## src/rtl/dmem_arbiter.sv

```systemverilog
// Arbitrates the single data-memory port between the CPU pipeline (priority) and a
// secondary DMA requester, with a starvation-driven one-cycle CPU freeze.
module dmem_arbiter #(
  parameter int STARVE_LIMIT = 8,
  parameter int AW           = 32
) (
  input  logic          clk,
  input  logic          rst_n,
  input  logic          en_in,
  output logic          cpu_en,
  input  logic [3:0]    cpu_mem_we,
  input  logic          cpu_mem_re,
  input  logic [AW-1:0] cpu_mem_addr,
  input  logic [31:0]   cpu_mem_wdata,
  output logic [31:0]   cpu_mem_rdata,
  input  logic          dma_req,
  input  logic [3:0]    dma_we,
  input  logic [AW-1:0] dma_addr,
  input  logic [31:0]   dma_wdata,
  output logic          dma_gnt,
  output logic          dma_rvalid,
  output logic [31:0]   dma_rdata,
  output logic [3:0]    mem_we,
  output logic          mem_re,
  output logic [AW-1:0] mem_addr,
  output logic [31:0]   mem_wdata,
  input  logic [31:0]   mem_rdata
);

  typedef enum logic {NORMAL, FORCE} state_t;
  typedef enum logic [1:0] {NONE, CPU_RD, DMA_RD} own_t;

  localparam logic [7:0] LIM_M1 = 8'(STARVE_LIMIT - 1);

  state_t      state;
  own_t        last_own, own_nxt;
  logic [7:0]  wait_cnt;
  logic [31:0] cpu_rd_hold;
  logic        cpu_active, freeze, cpu_gnt, starve;

  assign cpu_active = cpu_mem_re | (|cpu_mem_we);
  assign freeze     = (state == FORCE) & dma_req;
  assign cpu_en     = en_in & ~freeze;
  assign cpu_gnt    = en_in & cpu_active & ~freeze;
  assign dma_gnt    = dma_req & ~cpu_gnt;
  assign starve     = (state == NORMAL) & dma_req & ~dma_gnt & (wait_cnt == LIM_M1);

  always_comb begin
    mem_we    = '0;
    mem_re    = 1'b0;
    mem_addr  = '0;
    mem_wdata = '0;
    own_nxt   = NONE;
    if (cpu_gnt) begin
      mem_we    = cpu_mem_we;
      mem_re    = cpu_mem_re;
      mem_addr  = cpu_mem_addr;
      mem_wdata = cpu_mem_wdata;
      if (cpu_mem_re) own_nxt = CPU_RD;
    end else if (dma_gnt) begin
      mem_we    = dma_we;
      mem_re    = (dma_we == 4'b0000);
      mem_addr  = dma_addr;
      mem_wdata = dma_wdata;
      if (dma_we == 4'b0000) own_nxt = DMA_RD;
    end
  end

  always_ff @(posedge clk or negedge rst_n) begin
    if (!rst_n) begin
      state       <= NORMAL;
      wait_cnt    <= '0;
      last_own    <= NONE;
      cpu_rd_hold <= '0;
    end else begin
      case (state)
        NORMAL:  if (starve) state <= FORCE;
        default: state <= NORMAL;
      endcase
      // Entry to FORCE restarts the count, so forced cycles can never be adjacent.
      if (starve || dma_gnt || !dma_req) wait_cnt <= '0;
      else if (wait_cnt != LIM_M1)       wait_cnt <= wait_cnt + 8'd1;
      last_own <= own_nxt;
      // Keeps a completed load visible while the pipeline is frozen.
      if (last_own == CPU_RD) cpu_rd_hold <= mem_rdata;
    end
  end

  assign cpu_mem_rdata = (last_own == CPU_RD) ? mem_rdata : cpu_rd_hold;
  assign dma_rvalid    = (last_own == DMA_RD);
  assign dma_rdata     = mem_rdata;

endmodule

```

## config.mk

```make
export PLATFORM = sky130hd
export DESIGN_NAME = dmem_arbiter
export DESIGN_NICKNAME = d
export VERILOG_FILES = /design/src/rtl/dmem_arbiter.sv
export SDC_FILE = /design/constraint.sdc
export NUM_CORES = 1
export LEC_CHECK = 0
export BUFFER_PORTS_ARGS = -buffer_cell sky130_fd_sc_hd__buf_2
export CAP_MARGIN = 25
export CORE_AREA = 2 2 118 120
export DETAILED_ROUTE_END_ITERATION = 6
export DIE_AREA = 0 0 120 122
export SLEW_MARGIN = 20
export SYNTH_ARGS = -nofsm -noshare
export SYNTH_HDL_FRONTEND = slang
export SYNTH_SLANG_ARGS = --single-unit
```

## constraint.sdc

```tcl
create_clock -name clk -period 2.7 [get_ports clk]
set_input_delay 0.54 -clock clk [delete_from_list [all_inputs] [get_ports clk]]
set_output_delay 0.54 -clock clk [all_outputs]
set_load 0.005 [all_outputs]
```

Yosys cells after proc, flatten, opt, wreduce, memory -nomap -nowiden
Index checks and enable logic that the tools add are counted.
Operators by class
  add/sub/neg operators: 1
  bitwise logic cells: 13
  equality and inequality tests: 4
  reductions and logical operators: 6
  mux-type cells: 17
Operators with widths (number)
  two-way mux 32 bit: 5
  two-way mux 8 bit: 2
  adder 8 x 1 -> 8 bit (second input constant): 1
  bitwise AND 1 bit: 8
  == test 8 x 3 -> 1 bit (second input constant): 1
  two-way mux 4 bit: 2
  inequality test 8 x 3 -> 1 bit (second input constant): 1
  two-way mux 2 bit: 3
  two-way mux 1 bit: 5
  logical NOT 4 bit: 1
  NOT 1 bit: 4
  OR reduction 4 bit: 1
  == test 2 x 1 -> 1 bit (second input constant): 1
  == test 2 bit (second input constant): 1
  logical OR 1 bit: 2
  nonzero test 2 bit: 1
  logical NOT 1 bit: 1
  OR 1 bit: 1
Word-level totals
  word-level logic and storage cells: 45
  output and inout port bits: 136
  register bits after elaboration: 43

Longest topological paths before layout
Gate-level depths: netlist of run 1.
  word-level depth: 12
  depth in mapped cells: 7

Worst setup path before layout of run 1
Ideal clock, no wire load.
  kind: input-to-output
  start point: input cpu_mem_we[3]
  end point: output mem_wdata[14]
  stages: 5
  buffers on the path: 2
  arrival time: 1.688 ns
  slack: 0.472 ns
  cells stage by stage: or4_4 o21a_4 buf_6 buf_6 o21ai_1
Between the ends
  word-level cells in the longest chain between the ends: 8
Ends and longest elaborated chain
  start: declaration: line 11  | input logic [3:0] cpu_mem_we,
  OR reduction 4 bit *: line 41  | assign cpu_active = cpu_mem_re | (|cpu_mem_we);
  OR 1 bit *: line 41
  bitwise AND 1 bit * (2 in a row): line 44  | assign cpu_gnt = en_in & cpu_active & ~freeze;
  NOT 1 bit: line 45  | assign dma_gnt = dma_req & ~cpu_gnt;
  bitwise AND 1 bit: line 45
  two-way mux 32 bit: line 60  | end else if (dma_gnt) begin
  two-way mux 32 bit *: line 54  | if (cpu_gnt) begin
  end: declaration: line 26  | output logic [31:0] mem_wdata,
Mark *: on every way between the ends. The rest lies on a longest branch, timed or not.

Worst setup path in the final report of run 1
  start point: input cpu_mem_we[3]
  end point: output mem_addr[0]
Between the ends
  word-level cells in the longest chain between the ends: 8
Ends and longest elaborated chain
  OR reduction 4 bit *: line 41
  OR 1 bit *: line 41
  bitwise AND 1 bit * (2 in a row): line 44
  NOT 1 bit: line 45
  bitwise AND 1 bit: line 45
  two-way mux 32 bit: line 60
  two-way mux 32 bit *: line 54
  end: declaration: line 25  | output logic [AW-1:0] mem_addr,
Marked as above.

==> results of run 1 <==
## worst max-delay path: stages
cell	delay, ns
buf_2	0.11
or4_4	0.57
o21a_2	0.45
o21ai_0	0.25
buf_2	0.14
## routing by layer
metal | vias up | global-route usage | share of wire
li1 | 1891 | - | -
met5 | - | 0 | 0
met4 | 0 | 0.0500 | 0.016
met3 | 11 | 0.0314 | 0.082
met1 | 1709 | 0.185 | 0.39
met2 | 199 | 0.273 | 0.51
## power by group through the flow
stage	clock network (mW)	logic (mW)	registers, mW
5_1_grt	0.625	0.734	0.745
6_report	0.576	0.659	0.735
3_3_place_gp	0	0.665	0.745
3_5_place_dp	0	0.663	0.747
2_1_floorplan	0	0.325	0.742
4_1_cts	0.601	0.664	0.735
## cells by family (layout without fill, tap and decap cells)
| family | count (synthesis) | count (layout) | synth area share |
|---|---|---|---|
| compound gates | 143 | 144 | 0.284 |
| flops | 43 | 43 | 0.328 |
| fa+ha+maj | 1 | 1 | 0.00381 |
| mux | 32 | 32 | 0.110 |
| simple gates | 93 | 93 | 0.122 |
| buf+inv | 76 | 327 | 0.145 |
| xor+xnor | 3 | 3 | 0.00800 |
## cell type report
type	instances	area share
tap	180	0.0463
clock inverter	1	0.00103
timing repair buffer	318	0.340
clock buffer	6	0.0286
sequential	43	0.221
multi-input combinational	273	0.361
inverter	2	0.00154
## what timing repair did
action / 4_1_cts / 5_1_grt
resized for setup: 2 / 0
gates cloned: 0 / 1
pin swaps: 0 / 0
setup endpoints to repair: 2 / 1
## sequential cells by signal, indices dropped and copies added (netlist names)
signal       count
last_own         2
state            1
cpu_rd_hold     32
wait_cnt         8
## worst max path at each step
stage,start,endpoint,slack [ns]
after CTS,cpu_mem_we[3],mem_wdata[23],0.08
after global routing,cpu_mem_we[3],mem_addr[5],0.009
after floorplan,cpu_mem_we[3],mem_wdata[14],0.47
final,cpu_mem_we[3],mem_addr[0],0.1
after global placement,cpu_mem_we[3],mem_wdata[24],-0.05
after detailed placement,cpu_mem_we[3],mem_wdata[24],-0.02
## per-stage QoR
stage	util	hold WS (ns)	TNS, ns
4_1_cts	0.358	0.441	0
3_5_place_dp	0.347	0.462	-0.0269
2_1_floorplan	-	0.244	0
5_1_grt	0.360	0.176	0
6_report	0.360	0.159	0
3_3_place_gp	0.347	0.464	-0.0659
## layout by cell type (no fill, tap or decap), drive strengths merged, types with 2 or more instances in the layout
cell and count:
a211oi 3, a32o 2, and2 2, buf 318, clkbuf 6, dfrtp 43, inv 2, mux2 32
nand2 71, nand3 3, nor2b 2, nor3 6, o211ai 64, o21a 2, o21ai 70, or3 3
or4 2, xor2 2
## synth_stat cells, drive strengths merged
library cell  number  area share
o311ai             1      0.0080
or4                2      0.0057
nor2               1      0.0011
o211ai            64        0.15
nand4              1      0.0019
o21bai             1      0.0034
nand3              3      0.0046
dfrtp             43        0.33
a211oi             3      0.0069
or3                3      0.0057
nor4               1      0.0019
xnor2              1      0.0027
nor2b              2      0.0038
inv                2      0.0023
clkbuf            21       0.024
a21boi             1      0.0023
and4               1      0.0027
nand2             71       0.081
o21ai             70        0.11
a32o               2      0.0061
and2               2      0.0038
ha                 1      0.0038
mux2              32        0.11
o21a               1      0.0046
xor2               2      0.0053
buf               53        0.12
nor3               6      0.0091
==> impl_metrics.tcl, run 1 <==
set metrics [dict create \
    dp_slack_ns -0.0170 \
    postCtsHoldBufs 0 \
    numCtsBuffers 5 \
    worstSetupStartpointType "primary input" \
    path_clk_slew_ns 0.06 \
    die_w_um 120 \
    status "complete, no violations" \
    dpl-instance-area_mm2 0.00469 \
    setup_violations 0 \
    post-cts-setup-buffer-count 0 \
    r2r_start "state" \
    syn-num-nets 565 \
    report.final.slew_viol_count 0 \
    ys_seq_area_frac 0.328 \
    area_growth_pct 48.1 \
    cts.sinks 43 \
    period_share 0.964 \
    design_area_mm2 0.00486 \
    final_nets 817 \
    drive_gt1_frac 0.566 \
    fin_ws_ns 0.0960 \
    fp.coreArea_mm2 0.0135 \
    power_mw 1.97 \
    fin_cells 823 \
    hold_violations 0 \
    p_comb_frac 0.335 \
    max_slew_margin 0.558 \
    power_density_mw_per_mm2 405 \
    diodes 0 \
    wl_um 12400 \
    synth.distinct_cells 32 \
    rows 43 \
    regToRegSetupSlack_ns 1.03 \
    timing.fmax_mhz 384 \
    die-height_um 122 \
    ir_drop_uv 180 \
    drt_iter0_drc 127 \
    fin_crit_ns 2.60 \
    cp_max_fo 34 \
    n_fill_cell 1452 \
    syn_inst 391 \
    worst_ep_arrival_time_ns 2.06 \
    dr.pass1.iters 4 \
    seqCellArea_mm2 0.00108 \
    dr_total_vias 3810 \
    antenna_found_initial 0 \
    cts_root_buf "clkbuf_16" \
    holdCritPathClass "in -> async" \
    critPathKind "in -> out" \
    viasPerCell 4.63 \
    p_sw_mw 0.556 \
    r2r-end "state" \
    worst_pin_slew_ns 0.663 \
    clkLatencyLatePin_ns 0.28 \
    cts.htree.levels 2 \
    initial_utilization 0.243 \
    r2r_cells 3 \
    numPortBuffers 308 \
    rsz0062_at_grt "false" \
    place_congestion 0.815 \
    seqPwrFrac 0.373 \
    end_kind "output port" \
    cp.required_ns 2.16 \
    grt_max_degree 73 \
    wl_per_cell_um 15.1 \
    synth-seq-cells 43 \
    syn_avg_cell_area_um2 8.40 \
    drtAntennaViolNets 0 \
    dp.cells 814 \
    cts_tree "yes" \
    pin_count 309 \
    grt_pass1_wl_um 17900 \
    globalRouteOverflowTotal 0 \
    drcViolationCount 0 \
    cap_violations 0 \
    syn_area_mm2 0.00328 \
    p_leak_nw 2.42 \
    clockBufferDepth 2 \
    swShare 0.282 \
    p_int_mw 1.41 \
    first_global_vias 3379 \
    track_usage 0.153 \
    dp_hpwl_um 9590 \
    finalClockSkew_ns 0.00532 \
    multiInputGateArea_mm2 0.00175 \
    ys_warn_count 0 \
    clock_power_share 0.292 \
    die_area_mm2 0.0146 \
]
No activity file was read; power rests on OpenSTA's default activity.
==> run 2: changes to the inputs <==
--- a/config.mk
+++ b/config.mk
@@ -7,9 +7,9 @@
 export LEC_CHECK = 0
 export BUFFER_PORTS_ARGS = -buffer_cell sky130_fd_sc_hd__buf_2
 export CAP_MARGIN = 25
-export CORE_AREA = 2 2 118 120
+export CORE_AREA = 5 5 118 120
 export DETAILED_ROUTE_END_ITERATION = 6
-export DIE_AREA = 0 0 120 122
+export DIE_AREA = 0 0 123 125
 export SLEW_MARGIN = 20
 export SYNTH_ARGS = -nofsm -noshare
 export SYNTH_HDL_FRONTEND = slang
==> run 2 against run 1 <==
Against the previous run: hold slack better by 0.086 ns; critical endpoint is now mem_addr[20]; fmax down 1.8%; clock skew up 0.0011 ns; total power up 10%; largest power group is now clock; via count up 4.1%; global-route usage up 1.2 points.
==> impl_metrics.tcl, run 2 (synthesis results as in run 1) <==
set metrics [dict create \
    dp_slack_ns 0.0106 \
    place_congestion 0.948 \
    dr_total_vias 3968 \
    drcViolationCount 0 \
    report.final.slew_viol_count 0 \
    cp_max_fo 32 \
    first_global_vias 3860 \
    dr.pass1.iters 4 \
    pin_count 309 \
    final_common_cell "buf_2" \
    fin_cells 822 \
    hold_violations 0 \
    die_area_mm2 0.0154 \
    holdCritPathClass "in -> async" \
    cp_slowest_cell "or4_4" \
    dp.cells 813 \
    cap_violations 0 \
    timing.fmax_mhz 377 \
    worst_ep_arrival_time_ns 2.11 \
    clockBufferDepth 2 \
    cts.htree.levels 2 \
    largest_reg_flops 32 \
    seqPwrFrac 0.340 \
    status "complete, no violations" \
    globalRouteOverflowTotal 0 \
    setup_violations 0 \
    wl_per_cell_um 16.9 \
    finalClockSkew_ns 0.00645 \
    numPortBuffers 308 \
    n_fill_cell 1361 \
    p_comb_frac 0.310 \
    grt_max_degree 73 \
    crit_family "compound AO/OA/AOI/OAI gates" \
    power_mw 2.17 \
    viasPerCell 4.83 \
    clock_power_share 0.351 \
    cts_root_buf "clkbuf_16" \
    worstSetupStartpointType "primary input" \
    cts.sinks 43 \
    grt_pass1_wl_um 20300 \
    p_leak_nw 2.44 \
    reg_top3 "cpu_rd_hold: 32 flops, wait_cnt: 8 flops, last_own: 2 flops" \
    die-height_um 125 \
    max_slew_margin 0.648 \
    worst_pin_slew_ns 0.528 \
    postCtsHoldBufs 0 \
    final_nets 818 \
    rows 42 \
    p_int_mw 1.59 \
    crit_path_frequent_cell "buf_2" \
    wl_um 13900 \
    drt_iter0_drc 93 \
    initial_utilization 0.255 \
    path_clk_slew_ns 0.06 \
    end_kind "output port" \
    max_stage_delay_ns 0.56 \
    ir_drop_uv 200 \
    rsz0062_at_grt "false" \
    dp_hpwl_um 11600 \
    numCtsBuffers 5 \
    fin_ws_ns 0.0485 \
    power_density_mw_per_mm2 442 \
    drtAntennaViolNets 0 \
    design_area_mm2 0.00490 \
    p_sw_mw 0.582 \
    fin_crit_ns 2.65 \
    antenna_found_initial 1 \
    cp.required_ns 2.16 \
    area_growth_pct 49.4 \
    drive_gt1_frac 0.566 \
    crit_buf_inv 2 \
    cp_cell_sequence "buf_2, or4_4, o21a_4, o21ai_0, buf_2" \
    cts_tree "yes" \
    fp.coreArea_mm2 0.0129 \
    clkLatencyLatePin_ns 0.28 \
    swShare 0.269 \
    dpl-instance-area_mm2 0.00471 \
    period_share 0.982 \
    tns_ns 0 \
    track_usage 0.166 \
    top_register "cpu_rd_hold" \
    layout_common_cells "307 x buf_2, 71 x nand2_1, 64 x o211ai_1" \
    die_w_um 123 \
    critPathKind "in -> out" \
]
-- run 2: what timing repair did --
action | 4_1_cts | 5_1_grt
gates resized for setup | 0 | 2
buffers inserted | 0 | 0
endpoints found under the hold margin | 0 | 0
setup endpoints to repair | 0 | 10
-- run 2: final timing paths --
kind                                from         endpoint  slack (ns)  cells past startpoint
setup reg to reg             wait_cnt[4]      wait_cnt[6]        1.01                      3
min in group clk             wait_cnt[0]      wait_cnt[0]        0.48                      1
hold / removal                     rst_n      wait_cnt[3]        0.25                      1
setup / recovery           cpu_mem_we[3]     mem_addr[20]        0.05                      5
max in group asynchronous          rst_n  cpu_rd_hold[10]        2.10                      1
hold reg to reg              wait_cnt[0]      wait_cnt[0]        0.48                      1
-- run 2: through the flow --
| step | util | hold WS, ns |
|---|---|---|
| 5_1_grt | 0.381 | 0.295 |
| 6_report | 0.381 | 0.245 |
| 4_1_cts | 0.380 | 0.436 |
| 2_1_floorplan | - | 0.244 |
| 3_5_place_dp | 0.366 | 0.475 |
| 3_3_place_gp | 0.366 | 0.460 |
-- run 2: metal layers --
| layer | vias up | wire length, um | GRT usage |
|---|---|---|---|
| met2 | 230 | 7070 | 0.306 |
| met3 | 29 | 1450 | 0.0438 |
| met1 | 1818 | 4900 | 0.176 |
| met4 | 2 | 420 | 0.0651 |
| li1 | 1889 | - | - |
| met5 | - | 13 | 0 |
-- run 2: power by group through the flow --
stage | Sequential (mW) | Clock (mW) | Combinational [mW]
after CTS | 0.737 | 0.789 | 0.682
after global placement | 0.745 | 0 | 0.672
after detailed placement | 0.749 | 0 | 0.680
final | 0.736 | 0.760 | 0.671
after floorplan | 0.742 | 0 | 0.325
after global routing | 0.744 | 0.814 | 0.739
-- run 2: worst register-to-register path: stages, from the launching register on --
cell and delay, ns:
dfrtp_1 0.43, or4_1 0.60, o311ai_4 0.42, a211oi_1 0.10
-- run 2: final cells by class --
class	count	area, um2	share of cell area
inverter	2	7.51	0.00153
clock inverter	2	60.1	0.0122
tap	176	220	0.0449
sequential	43	1080	0.219
multi-input combinational	272	1750	0.356
timing repair buffer	320	1660	0.339
clock buffer	6	129	0.0263
antenna	1	2.50	0.000510
==> run 3: changes to the inputs <==
--- a/config.mk
+++ b/config.mk
@@ -10,6 +10,7 @@
 export CORE_AREA = 5 5 118 120
 export DETAILED_ROUTE_END_ITERATION = 6
 export DIE_AREA = 0 0 123 125
+export SETUP_SLACK_MARGIN = 0.2
 export SLEW_MARGIN = 20
 export SYNTH_ARGS = -nofsm -noshare
 export SYNTH_HDL_FRONTEND = slang
==> run 3 against run 2 <==
Against the previous run: clock skew barely moved; hold slack got worse by 0.0015 ns; non-clock buffer count grew 10; total power increased by 3.7%; sequential power about the same; critical endpoint is now mem_addr[8]; largest power group unchanged.
==> impl_metrics.tcl, run 3 (synthesis results as in run 1) <==
set metrics [dict create \
    fp.coreArea_mm2 0.0129 \
    crit_family "simple AND/OR/NAND/NOR gates" \
    reg_top3 "cpu_rd_hold: 32 flops, wait_cnt: 8 flops, last_own: 2 flops" \
    r2r-end "wait_cnt[6]" \
    cp.required_ns 2.16 \
    max_stage_delay_ns 0.60 \
    rsz0062_at_grt "true" \
    grt_pass1_wl_um 20500 \
    drt_iter0_drc 132 \
    viasPerCell 4.92 \
    ir_drop_uv 200 \
    wl_um 15200 \
    n_fill_cell 1340 \
    end_kind "output port" \
    wl_per_cell_um 18.2 \
    first_global_vias 3932 \
    finalClockSkew_ns 0.00616 \
    r2r_start "wait_cnt[4]" \
    cts.sinks 43 \
    p_leak_nw 2.60 \
    hold_ws_ns 0.244 \
    largest_reg_flops 32 \
    grt_max_degree 73 \
    place_congestion 0.948 \
    die_area_mm2 0.0154 \
    dr.pass1.iters 4 \
    die-height_um 125 \
    track_usage 0.168 \
    dp_hpwl_um 11600 \
    globalRouteOverflowTotal 0 \
    pin_count 309 \
    final_common_cell "buf_2" \
    drtAntennaViolNets 0 \
    period_share 0.933 \
    die_w_um 123 \
    crit_buf_inv 3 \
    max_slew_margin 0.648 \
    drive_gt1_frac 0.609 \
    multiInputGateArea_mm2 0.00192 \
    area_growth_pct 61.2 \
    dr_total_vias 4110 \
    cp-endpoint "mem_addr[8]" \
    antenna_found_initial 1 \
    worstSetupStartpointType "primary input" \
    clkLatencyLatePin_ns 0.28 \
    final_nets 831 \
    initial_utilization 0.255 \
    numCtsBuffers 5 \
    dp.cells 813 \
    drcViolationCount 0 \
    holdCritPathClass "in -> async" \
    power_density_mw_per_mm2 425 \
    cp_max_fo 7 \
    top_register "cpu_rd_hold" \
    dp_slack_ns 0.0106 \
    hold_violations 0 \
    cts.htree.levels 2 \
    cp_cell_sequence "buf_8, or4_4, o21a_4, buf_12, o21ai_4, buf_2" \
    r2r_cells 3 \
    fin_ws_ns 0.181 \
    fin_cells 835 \
    crit_cells 6 \
    path_clk_slew_ns 0.06 \
    timing.fmax_mhz 397 \
    critPathLaunch "cpu_mem_we[1]" \
    setup_violations 0 \
    layout_common_cells "304 x buf_2, 71 x nand2_1, 64 x o211ai_1" \
    worst_ep_arrival_time_ns 1.98 \
    clockBufferDepth 2 \
    status "complete, no violations" \
    worst_pin_slew_ns 0.529 \
    cts_tree "yes" \
    tns_ns 0 \
    cp_slowest_cell "or4_4" \
    fin_crit_ns 2.52 \
    cap_violations 0 \
    report.final.slew_viol_count 0 \
    regToRegSetupSlack_ns 1.00 \
    final_core_util 0.411 \
    critPathKind "in -> out" \
    rows 42 \
    numPortBuffers 308 \
    cts_root_buf "clkbuf_16" \
    seqCellArea_mm2 0.00108 \
]
run 3: power breakdown:
part	internal, mW	leakage (nW)	switching [mW]
clock network	0.530	0.0911	0.232
logic	0.377	1.98	0.371
registers	0.719	0.527	0.0178
run 3: cell type report:
cell class	count	share of cell area
multi-input combinational	275	0.362
timing repair buffer	330	0.355
sequential	43	0.203
tap	176	0.0416
clock buffer	6	0.0244
clock inverter	2	0.0114
inverter	2	0.00142
antenna	1	0.000473
run 3: through the flow:
| step | cell area [um2] | total power [mW] |
|---|---|---|
| 2_1_floorplan | 3280 | 1.07 |
| 3_3_place_gp | 4710 | 1.42 |
| 3_5_place_dp | 4710 | 1.43 |
| 4_1_cts | 5020 | 2.24 |
| 5_1_grt | 5290 | 2.37 |
| 6_report | 5290 | 2.25 |
run 3: worst min path at each step:
stage	startpoint	endpoint	slack, ns	cells after the start
after global placement	wait_cnt[0]	wait_cnt[0]	0.46	1
after global routing	rst_n	last_own[0]	0.29	1
after CTS	rst_n	last_own[0]	0.44	1
after detailed placement	wait_cnt[0]	wait_cnt[0]	0.47	1
after floorplan	rst_n	cpu_rd_hold[0]	0.24	0
final	rst_n	wait_cnt[3]	0.24	1
run 3: timing repair:
action	CTS	global route
buffers inserted	2	2
hold buffers	0	0
cloned	1	8
gates resized for setup	52	37
endpoints found under the setup margin	65	56
pin swaps	6	12
run 3: routing by layer:
layer	part of all wire	vias to the layer above	global-route usage	routed length, um
met5	0.00086	-	0	13
met4	0.032	2	0.0684	491
met3	0.099	37	0.0456	1500
met2	0.52	249	0.312	7850
met1	0.35	1895	0.175	5300
li1	-	1927	-	-
